## config.mk

```make
export PLATFORM = sky130hd
export DESIGN_NAME = lsu_bus_master
export DESIGN_NICKNAME = d
export VERILOG_FILES = /design/src/rtl/lsu_bus_master.sv
export SDC_FILE = /design/constraint.sdc
export NUM_CORES = 1
export LEC_CHECK = 0
export ABC_AREA = 1
export ABC_CLOCK_PERIOD_IN_PS = 3200
export CAP_MARGIN = 40
export CELL_PAD_IN_SITES_DETAIL_PLACEMENT = 2
export CELL_PAD_IN_SITES_GLOBAL_PLACEMENT = 2
export CORE_MARGIN = 2
export CORE_UTILIZATION = 27
export DETAILED_ROUTE_END_ITERATION = 10
export MAX_ROUTING_LAYER = met4
export PLACE_DENSITY = 0.82
export SYNTH_ARGS = -nofsm -noshare
export SYNTH_HDL_FRONTEND = slang
export SYNTH_SLANG_ARGS = --single-unit
```

## constraint.sdc

```tcl
create_clock -name clk -period 3.2 [get_ports clk]
set_input_delay 0.64 -clock clk [delete_from_list [all_inputs] [get_ports clk]]
set_output_delay 0.64 -clock clk [all_outputs]
set_load 0.01 [all_outputs]
```

## src/rtl/lsu_bus_master.sv

```systemverilog
// Load/store unit between execute and writeback: one req/ack data-memory
// transaction per instruction, with lane steering, load extension, misalignment and timeout errors.
//
// state  | meaning
// IDLE   | waiting for a request from execute
// ACCESS | bus_req high, waiting for bus_ack or timeout
// DONE   | one-cycle completion pulse, lsu_rdata valid
// ERR    | one-cycle completion pulse with err, lsu_rdata = 0
module lsu_bus_master #(
    parameter int unsigned TIMEOUT_CYCLES = 255
) (
    input  logic        clk,
    input  logic        rst_n,
    input  logic        req_valid,
    input  logic        req_we,
    input  logic [1:0]  req_size,
    input  logic        req_unsigned,
    input  logic [31:0] req_addr,
    input  logic [31:0] req_wdata,
    output logic        stall,
    output logic        done,
    output logic        err,
    output logic [31:0] lsu_rdata,
    output logic        bus_req,
    output logic        bus_we,
    output logic [31:0] bus_addr,
    output logic [3:0]  bus_be,
    output logic [31:0] bus_wdata,
    input  logic        bus_ack,
    input  logic [31:0] bus_rdata
);

    typedef enum logic [1:0] {
        S_IDLE   = 2'd0,
        S_ACCESS = 2'd1,
        S_DONE   = 2'd2,
        S_ERR    = 2'd3
    } state_t;

    localparam logic [15:0] CNT_LIMIT = 16'(TIMEOUT_CYCLES);

    state_t      state_q, state_d;
    logic        bus_req_q, bus_req_d;
    logic        bus_we_q, bus_we_d;
    logic [31:0] bus_addr_q, bus_addr_d;
    logic [3:0]  bus_be_q, bus_be_d;
    logic [31:0] bus_wdata_q, bus_wdata_d;
    logic [1:0]  size_q, size_d;
    logic        uns_q, uns_d;
    logic [1:0]  off_q, off_d;
    logic [15:0] cnt_q, cnt_d;
    logic [31:0] rdata_q, rdata_d;

    logic        req_byte;
    logic        req_half;
    logic        req_misaligned;
    logic [3:0]  req_be;
    logic [31:0] req_lane_wdata;
    logic [15:0] cnt_inc;

    logic [7:0]  ld_byte;
    logic [15:0] ld_half;
    logic [31:0] ld_value;

    // Request decode; reserved size 11 behaves as a word.
    always_comb begin
        req_byte       = (req_size == 2'b00);
        req_half       = (req_size == 2'b01);
        req_misaligned = 1'b0;
        req_be         = 4'b1111;
        req_lane_wdata = req_wdata;
        if (req_byte) begin
            req_be         = 4'b0001 << req_addr[1:0];
            req_lane_wdata = {4{req_wdata[7:0]}};
        end else if (req_half) begin
            req_misaligned = req_addr[0];
            req_be         = req_addr[1] ? 4'b1100 : 4'b0011;
            req_lane_wdata = {2{req_wdata[15:0]}};
        end else begin
            req_misaligned = (req_addr[1:0] != 2'b00);
        end
        if (!req_we) begin
            req_lane_wdata = 32'h0;
        end
    end

    always_comb begin
        ld_byte  = bus_rdata[{off_q, 3'b000} +: 8];
        ld_half  = off_q[1] ? bus_rdata[31:16] : bus_rdata[15:0];
        ld_value = bus_rdata;
        if (size_q == 2'b00) begin
            ld_value = uns_q ? {24'h0, ld_byte} : {{24{ld_byte[7]}}, ld_byte};
        end else if (size_q == 2'b01) begin
            ld_value = uns_q ? {16'h0, ld_half} : {{16{ld_half[15]}}, ld_half};
        end
    end

    assign cnt_inc = cnt_q + 16'd1;

    always_comb begin
        state_d     = state_q;
        bus_req_d   = bus_req_q;
        bus_we_d    = bus_we_q;
        bus_addr_d  = bus_addr_q;
        bus_be_d    = bus_be_q;
        bus_wdata_d = bus_wdata_q;
        size_d      = size_q;
        uns_d       = uns_q;
        off_d       = off_q;
        cnt_d       = cnt_q;
        rdata_d     = rdata_q;
        case (state_q)
            S_IDLE: begin
                if (req_valid) begin
                    if (req_misaligned) begin
                        state_d = S_ERR;
                        rdata_d = 32'h0;
                    end else begin
                        state_d     = S_ACCESS;
                        bus_req_d   = 1'b1;
                        bus_we_d    = req_we;
                        bus_addr_d  = {req_addr[31:2], 2'b00};
                        bus_be_d    = req_be;
                        bus_wdata_d = req_lane_wdata;
                        size_d      = req_size;
                        uns_d       = req_unsigned;
                        off_d       = req_addr[1:0];
                        cnt_d       = 16'd0;
                    end
                end
            end
            S_ACCESS: begin
                if (bus_ack) begin
                    state_d   = S_DONE;
                    bus_req_d = 1'b0;
                    rdata_d   = bus_we_q ? 32'h0 : ld_value;
                end else begin
                    cnt_d = cnt_inc;
                    if (cnt_inc == CNT_LIMIT) begin
                        state_d   = S_ERR;
                        bus_req_d = 1'b0;
                        rdata_d   = 32'h0;
                    end
                end
            end
            S_DONE:  state_d = S_IDLE;
            S_ERR:   state_d = S_IDLE;
            default: state_d = S_IDLE;
        endcase
    end

    always_ff @(posedge clk or negedge rst_n) begin
        if (!rst_n) begin
            state_q     <= S_IDLE;
            bus_req_q   <= 1'b0;
            bus_we_q    <= 1'b0;
            bus_addr_q  <= 32'h0;
            bus_be_q    <= 4'h0;
            bus_wdata_q <= 32'h0;
            size_q      <= 2'b00;
            uns_q       <= 1'b0;
            off_q       <= 2'b00;
            cnt_q       <= 16'd0;
            rdata_q     <= 32'h0;
        end else begin
            state_q     <= state_d;
            bus_req_q   <= bus_req_d;
            bus_we_q    <= bus_we_d;
            bus_addr_q  <= bus_addr_d;
            bus_be_q    <= bus_be_d;
            bus_wdata_q <= bus_wdata_d;
            size_q      <= size_d;
            uns_q       <= uns_d;
            off_q       <= off_d;
            cnt_q       <= cnt_d;
            rdata_q     <= rdata_d;
        end
    end

    assign stall     = ((state_q == S_IDLE) && req_valid) || (state_q == S_ACCESS);
    assign done      = (state_q == S_DONE) || (state_q == S_ERR);
    assign err       = (state_q == S_ERR);
    assign lsu_rdata = rdata_q;
    assign bus_req   = bus_req_q;
    assign bus_we    = bus_we_q;
    assign bus_addr  = bus_addr_q;
    assign bus_be    = bus_be_q;
    assign bus_wdata = bus_wdata_q;

endmodule

```

Word level (Yosys, flattened, before mapping). Index checks and enable logic that the tools add are counted.

Bits in latches: 0. Word-level logic and storage cells: 73. Memory bits (read-only): 0. Memories kept: 0. Register bits: 123. RAM bits: 0.

Equal/unequal tests: 11. Multipliers: 0. Add/subtract/negate cells: 1. Magnitude comparators: 0. Bitwise gates (word level): 1. Div/mod/pow operators: 0. Shifts and indexed selects: 2. Reductions and logical operators: 14. Multiplexer cells: 33.

Operators with widths (number): $mux W32 (12); $mux W16 (4); $pmux W32 S2 (1); $pmux W16 S2 (1); $shiftx A32 B6 Y8 (1); $add A16 B1 Y16 const B (1); $eq A16 B8 Y1 const B (1); $mux W4 (3); $reduce_and A4 Y1 (3); $mux W2 (4); $ne A2 B2 Y1 const B (4); $eq A2 B1 Y1 const B (3); $logic_not A2 Y1 (3); $mux W1 (6); $pmux W2 S3 (1); $eq A2 B2 Y1 const B (2); $reduce_bool A2 Y1 (2); $shl A1 B2 Y4 const A (1); $ne A3 B3 Y1 const B (1); $reduce_and A3 Y1 (1); $logic_or A1 B1 Y1 (2); $pmux W1 S2 (1); $reduce_and A2 Y1 (1); $reduce_or A2 Y1 (1); 2 further kinds (2).

Depth between registers and ports, before layout.
Depth in word-level cells: 7. Mapped depth: 15.

Worst setup path after synthesis. No wires, ideal clock.

Path type: input to register. From: in req_size[1]. To: reg bus_addr_q[10] (netlist: bus_addr[10]). Library setup time: 117 ps. Data arrival time: 1777 ps. Data required time: 3083 ps. Path slack: 1307 ps. Cell stages on the path: 9. Path through: buf_2 > nor2_1 > o22ai_1 > nor2_1 > inv_2 > buf_2 > buf_2 > nand2_1 > nand2_1.

Longest elaborated chain between the ends: 5. Elaborated cells between the ends (all ways): 6.

RTL lines: start, declared (line 16) `input logic [1:0] req_size,`; $eq A2 B1 Y1 (line 68) `req_half = (req_size == 2'b01);`; $mux W1 (line 75) `end else if (req_half) begin`; $mux W1 * (line 72) `if (req_byte) begin`; $not A1 Y1 (no line) *; $reduce_and A3 Y1 (no line) *; end signal, assigned (line 169) `bus_addr_q <= bus_addr_d;`; end, declared (line 45) `logic [31:0] bus_addr_q, bus_addr_d;`.

Every way passes the cells marked *; elsewhere a longest branch is shown, timed or not. A chain may end at the register's enable or synchronous reset.

Final worst setup path.
From: in req_valid. To: out stall.

Longest elaborated chain between the ends: 2.

RTL lines: start, declared (line 14) `input logic req_valid,`; $logic_and A1 B1 Y1 (line 180) `assign stall = ((state_q == S_IDLE) && req_valid) || (state_q == S_ACCESS);`; $logic_or A1 B1 Y1 (line 180); end, declared (line 20) `output logic stall,`.

No other way between the ends.

==> metrics <==
vias 5,943; combinational group share of total power about 41%; largest net degree at the start of global routing 69; CTS Sinks roughly 120; Clock Power Share about 26%; slew margin rel. roughly half; first-pass GRT wire length approximately 38,000 um; CTS tree yes; Detail Placement HPWL 16,500 um; Post-Route Skew approximately 0.0095 ns; Tcrit/Tclk final between 80% and 90%; CP max FO 4; sequential area share after synthesis between 50% and 60%; Placer Congestion slightly below 0.8; clk root buf clkbuf_16; FF+latch count, synth approximately 120; syn avg cell area between 7 and 8 sq um; RSZ-0062 raised after global routing no; Crit Path Class input pin to primary output; largest family of logic cells by synthesized area simple AND/OR/NAND/NOR gates; GR Overflow Total 0; mux contribution to synthesized area roughly 1.0%; WL/cell 18.6 um; Pleak roughly 0.004 uW; Clock Latency Late Sink around 0.42 ns; commonest non-fill, non-tap cells in the layout nand2_1, clkdlybuf4s50_1, dfrtp_1; status finished clean; Post-CTS Repair Setup Buffers 0; final hold viol count 0; leading cell type in the layout, fill and taps excluded nand2_1; Routed WL about 23,000 um; Syn Inst Count 750; Reg power frac around a third; PostCTS Resize Cnt 0; fin worst setup slack approximately 0.48 ns; htree depth 4; Die Y between 150 and 200 um; initial antenna violation count 0; Synth Area in Simple Gates 25.3%; Post-Syn Area 5930 sq um; Adder-Cell Fraction of Synth Area less than 1%; TNS Setup 0 ns; Slew Viols, Final 0; Worst VDD drop ~0.00032 V; PwrDens between 800 and 900 nW/um^2; worst slew pin tran 0.724 ns; vias in the first global route around 6.7k; Die Area roughly 23,000 sq um; Placement Setup Slack between 0.4 and 0.5 ns; Die Wd 152 um; maximum clock frequency between 0.3 and 0.4 GHz; CP arrival around 2.1 ns; synth-to-layout area growth 49.8%; Placement Cell Area 8300 sq um; Clock transition at path regs 0.07 ns; XOR/XNOR Fraction of Synth Area less than 1%; Initial Util between 20 and 30%; Std-Cell Rows 54; Fin Hold WS around 0.24 ns; clock tree buffer depth 2; Crit. End Element primary output; sw frac a little under two fifths; Ports 209; share of cells above drive strength 1 7.14%; MaxCap Viol Count 0; GRT Util Overall between 20% and 30%; post-route cell area ~9000 sq um; NumNets Final about 1.1k; Final min period around 2.7 ns; n_diodes 0; DR vias/cell ~4.8; Internal Power 4820 uW; area of the core approximately 22,000 sq um; initial DRC count between 200 and 300; residual DRC count 0; port bufs between 200 and 250; Setup crit start kind input pin; Yosys warnings 0; post-synthesis compound-gate area fraction approximately 14%; post-synthesis cell type count 35; HP Class input pin to async pin; Final Core Density roughly two fifths; First-pass DRT Iterations 4; final setup fails 0; hold buffer count at cts 0; number of buffers created by CTS 17; critical path data required time roughly 2.6 ns; P_sw slightly below 3000 uW; Routed Antenna Nets 0
final timing paths:
kind                                          start                        end  slack [ns]  cells past startpoint
min                                           rst_n   bus_addr[16]$_DFFE_PN0P_        0.24                      1
max in group asynchronous                     rst_n    bus_addr[3]$_DFFE_PN0P_        2.20                      2
min reg2reg                bus_addr[26]$_DFFE_PN0P_   bus_addr[26]$_DFFE_PN0P_        0.48                      2
min in group clk           bus_addr[26]$_DFFE_PN0P_   bus_addr[26]$_DFFE_PN0P_        0.48                      2
max reg2reg                    cnt_q[1]$_DFFE_PN0P_  lsu_rdata[18]$_DFFE_PN0P_        0.56                     14
max                                       req_valid                      stall        0.48                      4
power groups by stage:
| stage | combinational (uW) | clock [uW] | sequential [uW] |
|---|---|---|---|
| 4_1_cts | 3230 | 2020 | 2610 |
| 5_1_grt | 3510 | 2090 | 2700 |
| 3_3_place_gp | 3100 | 0 | 2590 |
| 6_report | 3170 | 1970 | 2600 |
| 3_5_place_dp | 3190 | 0 | 2620 |
| 2_1_floorplan | 1260 | 0 | 2760 |
cells in the mapped netlist, drive strengths merged:
cell | count | area, sq um
ha | 2 | 25.0
nand3 | 20 | 118
o22ai | 8 | 50.1
nor2 | 54 | 218
o21a | 1 | 7.51
dfrtp | 123 | 3080
buf | 13 | 92.6
a21o | 1 | 7.51
clkbuf | 21 | 78.8
o211ai | 6 | 45.0
a21oi | 24 | 143
xnor2 | 1 | 8.76
o221ai | 3 | 26.3
conb | 1 | 3.75
nand2 | 292 | 1130
nand4 | 4 | 25.0
nor3 | 2 | 15.0
mux2i | 6 | 60.1
inv | 58 | 218
o21ai | 100 | 500
a221oi | 8 | 70.1
xor2 | 1 | 8.76
a31o | 1 | 8.76
critical path, stage by stage:
cell             delay, ns
clkdlybuf4s50_1       0.53
nand2_1               0.19
nand2_1               0.17
clkdlybuf4s50_1       0.55
sequential cells by signal, summed over array words and instances, names as in the netlist:
| signal | count |
|---|---|
| bus_addr | 30 |
| bus_be | 4 |
| bus_req | 1 |
| bus_wdata | 32 |
| bus_we | 1 |
| cnt_q | 16 |
| lsu_rdata | 32 |
| off_q | 2 |
| size_q | 2 |
| state_q | 2 |
| uns_q | 1 |
final cells by class:
cell class	count	area, sq um
Clock inverter	14	163
Clock buffer	17	425
Tap cell	280	350
Fill cell	2472	12800
Multi-Input combinational cell	536	2480
Timing Repair Buffer	218	2170
Sequential cell	123	3080
Inverter	58	218
cell families after synthesis:
logic type / count (synthesis)
compound gates: 152
xor+xnor: 2
fa+ha+maj: 2
buf+inv: 92
flops: 123
mux: 6
other cells: 1
simple gates: 372
layer usage:
| metal | global-route usage, % | routed length (um) |
|---|---|---|
| met4 | 5.30 | 303 |
| met1 | 24.9 | 9720 |
| met3 | 6.57 | 1520 |
| met5 | - | 0 |
| met2 | 35.1 | 11600 |
through the flow:
| step | power, uW | instances |
|---|---|---|
| 3_3_place_gp | 5690 | 1215 |
| 4_1_cts | 7870 | 1246 |
| 5_1_grt | 8290 | 1246 |
| 6_report | 7740 | 1246 |
| 3_5_place_dp | 5810 | 1215 |
| 2_1_floorplan | 4020 | 751 |
Power figures use the tool's default switching activity.
